$ cat src/rtl/spi_slave_rx_if.sv
// Signal bundle between an SPI master (or bench) and spi_slave_rx.
// The master drives the serial side and observes the parallel word and debug state.
interface spi_slave_rx_if #(
  parameter int unsigned DATA_W = 4
);
  localparam int unsigned CNT_W = $clog2(DATA_W + 2);

  logic              ss;
  logic              mosi;
  logic [DATA_W-1:0] data_out;
  logic              valid;
  logic              err;
  logic [CNT_W-1:0]  count;
  logic [1:0]        state;

  modport master (
    output ss, mosi,
    input  data_out, valid, err, count, state
  );

  modport slave (
    input  ss, mosi,
    output data_out, valid, err, count, state
  );
endinterface

$ cat src/rtl/spi_slave_rx.sv
// Single-clock SPI receive end: MSB-first frame framed by active-low ss, one-cycle valid/err strobes.
// Optional even-parity trailer bit enabled by defining SPI_SLAVE_RX_PARITY_EN.
module spi_slave_rx #(
  parameter int unsigned DATA_W = 4
) (
  input  logic          clk,
  input  logic          rst,
  spi_slave_rx_if.slave bus
);

  localparam int unsigned CNT_W = $clog2(DATA_W + 2);
`ifdef SPI_SLAVE_RX_PARITY_EN
  localparam int unsigned FLEN  = DATA_W + 1;
`else
  localparam int unsigned FLEN  = DATA_W;
`endif

  localparam logic [1:0] ST_IDLE = 2'b00;
  localparam logic [1:0] ST_RECV = 2'b01;
  localparam logic [1:0] ST_DONE = 2'b10;
  localparam logic [1:0] ST_ERR  = 2'b11;

  logic [1:0]        state_q, state_d;
  logic [CNT_W-1:0]  count_q, count_d;
  logic [FLEN-1:0]   shreg_q, shreg_d;
  logic              ovf_q, ovf_d;
  logic              ss_q, ss_d;
  logic [DATA_W-1:0] data_q, data_d;
  logic              valid_q, valid_d;
  logic              err_q, err_d;

  logic [DATA_W-1:0] payload_c;
  logic              parity_ok_c;

  // Payload view of the shift register; parity bit (if any) is the last one shifted in.
`ifdef SPI_SLAVE_RX_PARITY_EN
  assign payload_c   = shreg_q[FLEN-1:1];
  assign parity_ok_c = ~(^shreg_q);
`else
  assign payload_c   = shreg_q;
  assign parity_ok_c = 1'b1;
`endif

  always_ff @(posedge clk or negedge rst) begin
    if (!rst) begin
      state_q <= ST_IDLE;
      count_q <= '0;
      shreg_q <= '0;
      ovf_q   <= 1'b0;
      ss_q    <= 1'b0;
      data_q  <= '0;
      valid_q <= 1'b0;
      err_q   <= 1'b0;
    end else begin
      state_q <= state_d;
      count_q <= count_d;
      shreg_q <= shreg_d;
      ovf_q   <= ovf_d;
      ss_q    <= ss_d;
      data_q  <= data_d;
      valid_q <= valid_d;
      err_q   <= err_d;
    end
  end

  always_comb begin
    state_d = state_q;
    count_d = count_q;
    shreg_d = shreg_q;
    ovf_d   = ovf_q;
    ss_d    = bus.ss;
    data_d  = data_q;
    valid_d = 1'b0;
    err_d   = 1'b0;

    case (state_q)
      ST_IDLE: begin
        // Only a genuine high-to-low transition starts a frame; no sample on this cycle.
        if (!bus.ss && ss_q) begin
          state_d = ST_RECV;
          count_d = '0;
          ovf_d   = 1'b0;
          shreg_d = '0;
        end
      end
      ST_RECV: begin
        if (!bus.ss) begin
          if (count_q == CNT_W'(FLEN)) begin
            ovf_d = 1'b1;
          end else begin
            shreg_d = {shreg_q[FLEN-2:0], bus.mosi};
            count_d = count_q + CNT_W'(1);
          end
        end else if ((count_q == CNT_W'(FLEN)) && !ovf_q && parity_ok_c) begin
          data_d  = payload_c;
          state_d = ST_DONE;
        end else begin
          state_d = ST_ERR;
        end
      end
      ST_DONE, ST_ERR: state_d = ST_IDLE;
      default:         state_d = ST_IDLE;
    endcase

    // Strobes are registered decodes of the next state, so they track DONE/ERR exactly.
    valid_d = (state_d == ST_DONE);
    err_d   = (state_d == ST_ERR);
  end

  assign bus.data_out = data_q;
  assign bus.valid    = valid_q;
  assign bus.err      = err_q;
  assign bus.count    = count_q;
  assign bus.state    = state_q;

endmodule

$ cat src/flat_wrapper.sv
// flat-port wrapper written by rule: the top's interface ports become plain ports
module spi_slave_rx_flat 
#(
  parameter int unsigned DATA_W = 4
)
  (clk, rst, bus_ss, bus_mosi, bus_data_out, bus_valid, bus_err, bus_count, bus_state);
  spi_slave_rx_if #(.DATA_W(DATA_W)) bus_i ();
  input  logic clk;
  input  logic rst;
  input wire logic [$bits(bus_i.ss)-1:0] bus_ss;
  input wire logic [$bits(bus_i.mosi)-1:0] bus_mosi;
  output wire logic [$bits(bus_i.data_out)-1:0] bus_data_out;
  output wire logic [$bits(bus_i.valid)-1:0] bus_valid;
  output wire logic [$bits(bus_i.err)-1:0] bus_err;
  output wire logic [$bits(bus_i.count)-1:0] bus_count;
  output wire logic [$bits(bus_i.state)-1:0] bus_state;
  assign bus_i.ss = bus_ss;
  assign bus_i.mosi = bus_mosi;
  assign bus_data_out = bus_i.data_out;
  assign bus_valid = bus_i.valid;
  assign bus_err = bus_i.err;
  assign bus_count = bus_i.count;
  assign bus_state = bus_i.state;
  spi_slave_rx #(.DATA_W(DATA_W)) u_core (.clk(clk), .rst(rst), .bus(bus_i));
endmodule
$ cat config.mk
export PLATFORM = sky130hd
export DESIGN_NAME = spi_slave_rx_flat
export DESIGN_NICKNAME = d
export VERILOG_FILES = /design/src/rtl/spi_slave_rx_if.sv /design/src/rtl/spi_slave_rx.sv /design/src/flat_wrapper.sv
export SDC_FILE = /design/constraint.sdc
export NUM_CORES = 1
export LEC_CHECK = 0
export ABC_AREA = 1
export CAP_MARGIN = 10
export CORE_MARGIN = 1
export CORE_UTILIZATION = 46
export CTS_BUF_LIST = sky130_fd_sc_hd__clkbuf_8
export CTS_CLUSTER_SIZE = 30
export DETAILED_ROUTE_END_ITERATION = 8
export GPL_ROUTABILITY_DRIVEN = 0
export PLACE_DENSITY = 0.74
export SYNTH_ARGS = -nofsm -noshare
export SYNTH_HDL_FRONTEND = slang
export SYNTH_SLANG_ARGS = --single-unit
$ cat constraint.sdc
create_clock -name clk -period 1.1 [get_ports clk]
set_input_delay 0.165 -clock clk [delete_from_list [all_inputs] [get_ports clk]]
set_output_delay 0.165 -clock clk [all_outputs]
set_load 0.02 [all_outputs]
==> results.sh, run 1 <==
export IMPL_post_route_min_period_ns=1.26
export IMPL_multiInputGateArea_um2=404
export IMPL_ys_seq_area_share_pct=52.4
export IMPL_crit_slowest_cell="dfrtp_2"
export IMPL_viasPerCell=4.99
export IMPL_drv_cap=0
export IMPL_die_h_um=44.0
export IMPL_internal_power_uw=1680
export IMPL_leakage_uw=0.000658
export IMPL_finalWorstSetupSlack_ns=-0.157
export IMPL_final_core_util_pct=75.5
export IMPL_overflow=0
export IMPL_met1_usage_pct=25.9
export IMPL_hold_path_class="input pin to async pin"
export IMPL_port_buffers=14
export IMPL_status="finished, violations left"
export IMPL_routedWlPerCell_um=13.2
export IMPL_clk_pin_slew_ns=0.07
export IMPL_worstSetupStartpointType="flip-flop"
export IMPL_use_met3_pct=5.31
export IMPL_synth_edf_count=0
export IMPL_drive_gt1_share_pct=44.9
export IMPL_async_flop_share_pct=100
export IMPL_vdd_drop_max_mv=1.56
export IMPL_hpwl_um=1220
export IMPL_clockBufferDepth=2
export IMPL_rsz0062_at_grt="true"
export IMPL_switching_power_uw=1160
export IMPL_grt_pass1_vias=673
export IMPL_grtUsageMet2_pct=35.3
export IMPL_holdBufCountCts=0
export IMPL_crit_type="flip-flop to flip-flop"
export IMPL_synth_top_family_by_area="simple AND/OR/NAND/NOR gates"
export IMPL_n_antenna_cell=0
export IMPL_final_nets=134
export IMPL_dr_pass1_iters=5
export IMPL_die_area_um2=1940
export IMPL_yosysUniqueCellTypes=18
export IMPL_cp_cell_sequence="inv_2 -> ha_4 -> nand2_8 -> nor2_8 -> nand2_4 -> nand2_1 -> nand2_1"
export IMPL_area_delta_synth_final_pct=46.5
export IMPL_finalClockSkew_ns=0.00497
export IMPL_power_density_nw_per_um2=2390
export IMPL_path_buf_inv=1
export IMPL_crit_family="simple AND/OR/NAND/NOR gates"
export IMPL_synth_top_area_share_pct=52.4
export IMPL_syn_nets=99
export IMPL_syn_inst=93
export IMPL_ys_ff_latch=17
export IMPL_worstPathArrival_ns=1.39
export IMPL_finalSetupViolCount=16
export IMPL_synthSimpleGateAreaFrac_pct=34.7
export IMPL_cts_sinks=17
export IMPL_final_hold_violation_count=0
export IMPL_num_rows=14
export IMPL_core_um2=1580
export IMPL_endpoint_kind="flip-flop"
export IMPL_p_comb_share_pct=49.5
export IMPL_clk_latency_ns=0.25
export IMPL_seq_area_um2=428
export IMPL_avgSynthCellArea_um2=8.73
export IMPL_grt_busiest_layer="met2"
export IMPL_grt_max_degree=18
export IMPL_drc=0
export IMPL_dr_total_vias=714
export IMPL_synth_area_leaders="dfrtp_1, nand2_1, nand4_1"
export IMPL_die_w_um=44.0
export IMPL_start_util_pct=51.5
export IMPL_seqPwrFrac_pct=34.2
export IMPL_grt_pass1_wl_um=2900
export IMPL_clock_root_buffer="clkbuf_8"
export IMPL_cts_tree="built"
export IMPL_violations="setup timing"
export IMPL_post_route_period_util_pct=114
export IMPL_synth_most_common_cell="nand2_1"
export IMPL_synth_compound_area_share_pct=2.31
export IMPL_tightest_slew_ns=0.228
export IMPL_clock_power_share_pct=16.3
export IMPL_synth_flop_cell="dfrtp_1"
export IMPL_critPathMostFrequentCell="nand2_1"
export IMPL_wl_um=1890
export IMPL_synthAdderAreaFrac_pct=3.08
export IMPL_drtAntennaViolNets=0
export IMPL_post_synth_top_area_cell="dfrtp_1"
export IMPL_track_usage_pct=21.3
export IMPL_max_freq_mhz=796
export IMPL_worst_ep_required_time_ns=1.24
export IMPL_drt_initial_drc_count=4
export IMPL_critPathMaxFanout=7
export IMPL_cts_made_buffers=3
export IMPL_h_tree_depth=1
export IMPL_maxSlewViolCount=0
export IMPL_boundaryPins=15
export IMPL_max_stage_delay_ns=0.43
export IMPL_synthXorXnorAreaFrac_pct=0
export IMPL_ys_warn_count=0
export IMPL_sw_frac_of_total_pct=40.9
export IMPL_antenna_found_initial=0
export IMPL_n_fill_cell=113
export IMPL_synth_commonest_cells="nand2_1, dfrtp_1, inv_1"
export IMPL_total_power_uw=2840
export IMPL_muxShareOfSynthArea_pct=0
export IMPL_netlist_area_um2=812
export IMPL_slew_headroom_pct=84.8
## routing by layer
| layer | up-vias | routed length (um) |
|---|---|---|
| met5 | - | 0 |
| li1 | 359 | - |
| met3 | 4 | 51 |
| met2 | 12 | 958 |
| met4 | 0 | 48 |
| met1 | 339 | 835 |
## cells by family (layout without fill, tap and decap cells)
logic type / count (synthesis) / in the layout
simple gates: 57 / 57
compound gates: 3 / 3
flops: 17 / 17
buf+inv: 14 / 48
fa+ha+maj: 2 / 2
## final timing paths
kind | from | end | slack, ns | cells after the start
worst max-delay path | u_core.bus.count[0] | u_core.bus.data_out[2] | -0.16 | 7
worst min-delay path | rst | u_core.ss_q | 0.24 | 2
worst max register to register | u_core.bus.count[0] | u_core.bus.data_out[2] | -0.16 | 7
worst min register to register | u_core.bus.data_out[1] | u_core.bus.data_out[1] | 0.49 | 2
max in group asynchronous | rst | u_core.bus.count[1] | 0.65 | 2
min in group clk | bus_ss | u_core.ss_q | 0.46 | 1
## repair_timing
item | in CTS | in global routing
endpoints found under the setup margin | 23 | 22
gates resized for setup | 25 | 18
pin swaps | 2 | 6
buffers inserted | 3 | 2
## stage by stage
step                setup slack [ns]  std cells  instance area [um2]  hold WS [ns]  TNS [ns]
CTS                           -0.107        141                 1160         0.247    -0.892
floorplan                    -0.0847         93                  850        -0.131    -0.804
global placement              -0.234        134                 1090         0.458     -2.69
detailed placement            -0.265        134                 1090         0.462     -2.84
finish                        -0.157        143                 1190         0.243     -1.35
global route                  -0.211        143                 1190         0.258     -2.20
## cells in the final DEF, fill, tap and decap left out, drive strengths merged
master	netlist	routed
clkbuf	0	8
o22ai	1	1
ha	2	2
nand3	5	5
clkdlybuf4s50	0	3
nand4	6	6
clkinv	1	2
dfrtp	17	17
nor2	11	11
clkdlybuf4s15	0	3
dlygate4sd2	0	2
o211ai	1	1
buf	1	18
a21oi	1	1
nand2	35	35
inv	12	12
## flip-flops by register name, summed over array words and instances, names as in the netlist
name	count
u_core.bus.data_out	4
u_core.payload_c	4
u_core.bus.count	3
u_core.bus.state	2
u_core.bus.err	1
u_core.bus.valid	1
u_core.ovf_q	1
u_core.ss_q	1
## area by class of cell
cell class	instances	area share, %
Clock buffer	3	3.47
Clock inverter	1	0.421
Inverter	13	4.52
Multi-Input combinational cell	62	34.0
Sequential cell	17	36.0
Tap cell	16	1.68
Timing Repair Buffer	31	20.0
## power by group through the flow
stage                     clock, uW  sequential [uW]  combinational, uW
after global routing            502              990               1530
after global placement            0              953               1260
final                           463              972               1410
after floorplan                   0             1110                621
after CTS                       477              953               1330
after detailed placement          0              962               1290
Power figures use the tool's default switching activity.
==> run 2: changes to the inputs <==
Settings changed: CORE_MARGIN 1 to 5.
==> results.sh, run 2 (same netlist as run 1, synthesis figures left out) <==
export IMPL_status="finished, violations left"
export IMPL_violations="setup timing"
export IMPL_met1_usage_pct=19.2
export IMPL_drv_cap=0
export IMPL_whs_ns=0.237
export IMPL_final_hold_violation_count=0
export IMPL_hpwl_um=1260
export IMPL_slew_headroom_pct=85.1
export IMPL_overflow=0
export IMPL_worst_ep_required_time_ns=0.94
export IMPL_dr_pass1_iters=4
export IMPL_area_delta_synth_final_pct=47.0
export IMPL_critPathMostFrequentCell="buf_6"
export IMPL_drc=0
export IMPL_total_power_uw=2810
export IMPL_finalClockSkew_ns=0.00195
export IMPL_worstPathArrival_ns=1.05
export IMPL_cp_cell_sequence="buf_4 -> buf_6 -> buf_6"
export IMPL_grtUsageMet2_pct=24.1
export IMPL_die_w_um=52.0
export IMPL_final_common_cell="nand2_1"
export IMPL_tightest_slew_ns=0.223
export IMPL_use_met3_pct=4.87
export IMPL_power_density_nw_per_um2=2350
export IMPL_cts_tree="built"
export IMPL_preCtsSetupSlack_ns=-0.279
export IMPL_leakage_uw=0.000654
export IMPL_grt_pass1_vias=659
export IMPL_r2r_setup_slack_ns=-0.10
export IMPL_fin_cells=151
export IMPL_die_h_um=52.0
export IMPL_endpoint="bus_count[1]"
export IMPL_final_nets=133
export IMPL_hold_path_class="input pin to async pin"
export IMPL_holdBufCountCts=0
export IMPL_track_usage_pct=14.8
export IMPL_maxSlewViolCount=0
export IMPL_grt_pass1_wl_um=2970
export IMPL_drt_initial_drc_count=1
export IMPL_r2r_start="u_core.bus.count[0]"
export IMPL_dp_cells=142
export IMPL_viasPerCell=4.65
export IMPL_grt_max_degree=18
export IMPL_worstSetupStartpointType="flip-flop"
export IMPL_drtAntennaViolNets=0
export IMPL_post_dp_cell_area_um2=1100
export IMPL_max_freq_mhz=826
export IMPL_clk_pin_slew_ns=0.07
export IMPL_start_util_pct=47.5
export IMPL_cts_made_buffers=3
export IMPL_boundaryPins=15
export IMPL_num_rows=15
export IMPL_cp_startpoint="u_core.bus.count[1]"
export IMPL_rsz0062_at_grt="true"
export IMPL_mostFrequentLayoutCells="nand2_1, dfrtp_1, buf_4"
export IMPL_crit_slowest_cell="dfrtp_2"
export IMPL_path_buf_inv=3
export IMPL_finalWorstSetupSlack_ns=-0.111
export IMPL_die_area_um2=2710
export IMPL_drive_gt1_share_pct=40.5
export IMPL_dr_total_vias=702
export IMPL_grt_busiest_layer="met2"
export IMPL_clockBufferDepth=2
export IMPL_wl_um=1780
export IMPL_n_antenna_cell=0
export IMPL_fin_area_um2=1190
export IMPL_cts_sinks=17
export IMPL_crit_type="flip-flop to output pin"
export IMPL_crit_cells=3
export IMPL_max_stage_delay_ns=0.43
export IMPL_crit_family="flip-flops"
export IMPL_critPathMaxFanout=3
export IMPL_antenna_found_initial=0
export IMPL_h_tree_depth=1
export IMPL_worstRegToRegCells=7
export IMPL_r2r_end="u_core.bus.valid"
export IMPL_core_um2=1710
export IMPL_post_route_period_util_pct=110
export IMPL_vdd_drop_max_mv=1.34
export IMPL_clock_root_buffer="clkbuf_8"
export IMPL_n_fill_cell=131
export IMPL_post_route_min_period_ns=1.21
export IMPL_clk_latency_ns=0.25
export IMPL_finalSetupViolCount=13
export IMPL_routedWlPerCell_um=11.8
export IMPL_endpoint_kind="output pin"
export IMPL_port_buffers=14
-- run 2: cell count changes in the layout (fill, tap and decap cells not counted), sizes merged --
cell	change
buf	-1
clkbuf	+1
clkdlybuf4s15	+1
inv	+1
clkinv	-1
dlygate4sd2	-2
-- run 2: worst min-delay path by stage --
stage | startpoint | to
floorplan | rst | u_core.bus.count[0]
global placement | u_core.bus.data_out[2] | u_core.bus.data_out[2]
detailed placement | u_core.bus.data_out[1] | u_core.bus.data_out[1]
CTS | rst | u_core.ss_q
global route | rst | u_core.ss_q
finish | rst | u_core.bus.state[1]
-- run 2: power breakdown --
part	leakage, uW	switching [uW]	internal (uW)	total, uW
Clock	0.0000255	217	251	468
Sequential	0.000224	135	820	955
Combinational	0.000405	769	613	1380
-- run 2: area by class of cell --
| cell class | count | area [um2] | area share, % |
|---|---|---|---|
| Sequential cell | 17 | 428 | 35.8 |
| Multi-Input combinational cell | 62 | 383 | 32.1 |
| Timing Repair Buffer | 30 | 249 | 20.9 |
| Inverter | 13 | 56.3 | 4.72 |
| Clock buffer | 3 | 41.3 | 3.46 |
| Tap cell | 25 | 31.3 | 2.62 |
| Clock inverter | 1 | 5.00 | 0.419 |
-- run 2: per-stage QoR --
step	TNS, ns	util [%]
floorplan	-0.804	-
global route	-1.87	69.9
finish	-0.904	69.9
detailed placement	-2.83	64.7
CTS	-0.724	68.2
global placement	-2.64	64.7
-- run 2: routing by layer --
metal	wire length [um]	part of all wire [%]
met1	783	44
met4	6	0.34
met5	0	0
met3	99	5.6
met2	891	50
-- run 2: what timing repair did --
action | in CTS | in global routing
pin swaps | 1 | 2
gates resized for setup | 27 | 16
endpoints found under the setup margin | 22 | 24
buffers inserted | 1 | 4
==> run 3: changes to the inputs <==
Settings changed: CAP_MARGIN 10 to 20, CORE_UTILIZATION 46 to 29, PLACE_DENSITY 0.74 to unset.
==> results.sh, run 3 (same netlist as run 1, synthesis figures left out) <==
export IMPL_h_tree_depth=1
export IMPL_hold_path_class="input pin to async pin"
export IMPL_final_core_util_pct=44.7
export IMPL_grt_pass1_vias=662
export IMPL_max_freq_mhz=825
export IMPL_final_hold_violation_count=0
export IMPL_drtAntennaViolNets=0
export IMPL_antenna_found_initial=0
export IMPL_boundaryPins=15
export IMPL_drv_cap=0
export IMPL_start_util_pct=30.0
export IMPL_maxSlewViolCount=0
export IMPL_finalClockSkew_ns=0.00474
export IMPL_status="finished, violations left"
export IMPL_overflow=0
export IMPL_num_rows=19
export IMPL_violations="setup timing"
export IMPL_grt_max_degree=18
export IMPL_final_common_cell="nand2_1"
export IMPL_finalWorstSetupSlack_ns=-0.112
export IMPL_clockBufferDepth=2
export IMPL_total_power_uw=2830
export IMPL_drive_gt1_share_pct=45.6
export IMPL_post_route_period_util_pct=110
export IMPL_viasPerCell=4.61
export IMPL_final_nets=132
export IMPL_critPathMostFrequentCell="buf_6"
export IMPL_critPathMaxFanout=3
export IMPL_tightest_slew_ns=0.219
export IMPL_clk_latency_ns=0.25
export IMPL_crit_family="flip-flops"
export IMPL_rsz0062_at_grt="true"
export IMPL_port_buffers=14
export IMPL_die_w_um=62.9
export IMPL_setup_tns_ns=-0.866
export IMPL_cts_sinks=17
export IMPL_endpoint_kind="output pin"
export IMPL_routedWlPerCell_um=11.3
export IMPL_crit_slowest_cell="dfrtp_2"
export IMPL_core_um2=2710
export IMPL_wl_um=1760
export IMPL_cp_cell_sequence="buf_4 -> buf_6 -> buf_6"
export IMPL_path_buf_inv=3
export IMPL_mostFrequentLayoutCells="nand2_1, dfrtp_1, buf_4"
export IMPL_vdd_drop_max_mv=1.55
export IMPL_power_density_nw_per_um2=2340
export IMPL_slew_headroom_pct=85.4
export IMPL_whs_ns=0.227
export IMPL_area_delta_synth_final_pct=49.2
export IMPL_n_antenna_cell=0
export IMPL_leakage_uw=0.000652
export IMPL_crit_type="flip-flop to output pin"
export IMPL_finalSetupViolCount=13
export IMPL_dr_pass1_iters=4
export IMPL_cts_made_buffers=3
export IMPL_post_route_min_period_ns=1.21
export IMPL_clock_root_buffer="clkbuf_8"
export IMPL_preCtsSetupSlack_ns=-0.263
export IMPL_dr_total_vias=719
export IMPL_die_area_um2=3960
export IMPL_max_stage_delay_ns=0.42
export IMPL_cts_tree="built"
export IMPL_drt_initial_drc_count=17
export IMPL_die_h_um=62.9
export IMPL_worstPathArrival_ns=1.05
export IMPL_worstSetupStartpointType="flip-flop"
export IMPL_clk_pin_slew_ns=0.07
export IMPL_worst_ep_required_time_ns=0.94
export IMPL_drc=0
export IMPL_hpwl_um=1230
export IMPL_track_usage_pct=9.35
export IMPL_grt_pass1_wl_um=2950
run 3: changes by cell type in the layout (fill, tap and decap cells not counted), sizes merged:
cell	previous run	this run
clkbuf	9	8
clkinv	1	2
inv	13	12
run 3: power breakdown:
group / switching, uW / internal, uW
Sequential: 135 / 820
Clock: 218 / 251
Combinational: 783 / 621
Total: 1140 / 1690
run 3: through the flow:
| stage | instance area (um2) | instances |
|---|---|---|
| CTS | 1160 | 153 |
| global route | 1210 | 156 |
| detailed placement | 1100 | 148 |
| finish | 1210 | 156 |
| global placement | 1100 | 148 |
| floorplan | 850 | 93 |
run 3: timing repair:
item / in CTS / in global routing
gates cloned: 0 / 0
endpoints found under the setup margin: 22 / 24
hold buffers: 0 / 0
resized for setup: 29 / 23
pin swaps: 0 / 5
setup buffers: 1 / 3
run 3: area by class of cell:
cell class,count,area [um2]
multi-input cells,62,410
inverters,13,53.8
flip-flops and latches,17,428
repair buffers,29,234
clock inverters,1,5.00
well taps,31,38.8
fillers,279,1500
clock buffers,3,41.3
run 3: path summary, 6_finish.rpt:
| path | from | endpoint | slack (ns) | cells after the start |
|---|---|---|---|---|
| max | u_core.bus.count[0] | bus_count[0] | -0.11 | 3 |
| min in group clk | bus_ss | u_core.ss_q | 0.46 | 1 |
| min reg2reg | u_core.payload_c[3] | u_core.payload_c[3] | 0.50 | 2 |
| min | rst | u_core.payload_c[3] | 0.23 | 2 |
| max in group asynchronous | rst | u_core.bus.count[1] | 0.67 | 2 |
| max reg2reg | u_core.bus.count[0] | u_core.bus.data_out[2] | -0.09 | 7 |
run 3: routing by layer:
metal | vias up | global-route usage (%) | routed length (um)
met2 | 16 | 13.8 | 853
met1 | 344 | 11.7 | 771
met5 | - | 0 | 0
li1 | 355 | - | -
met3 | 4 | 3.06 | 91
met4 | 0 | 5.57 | 41
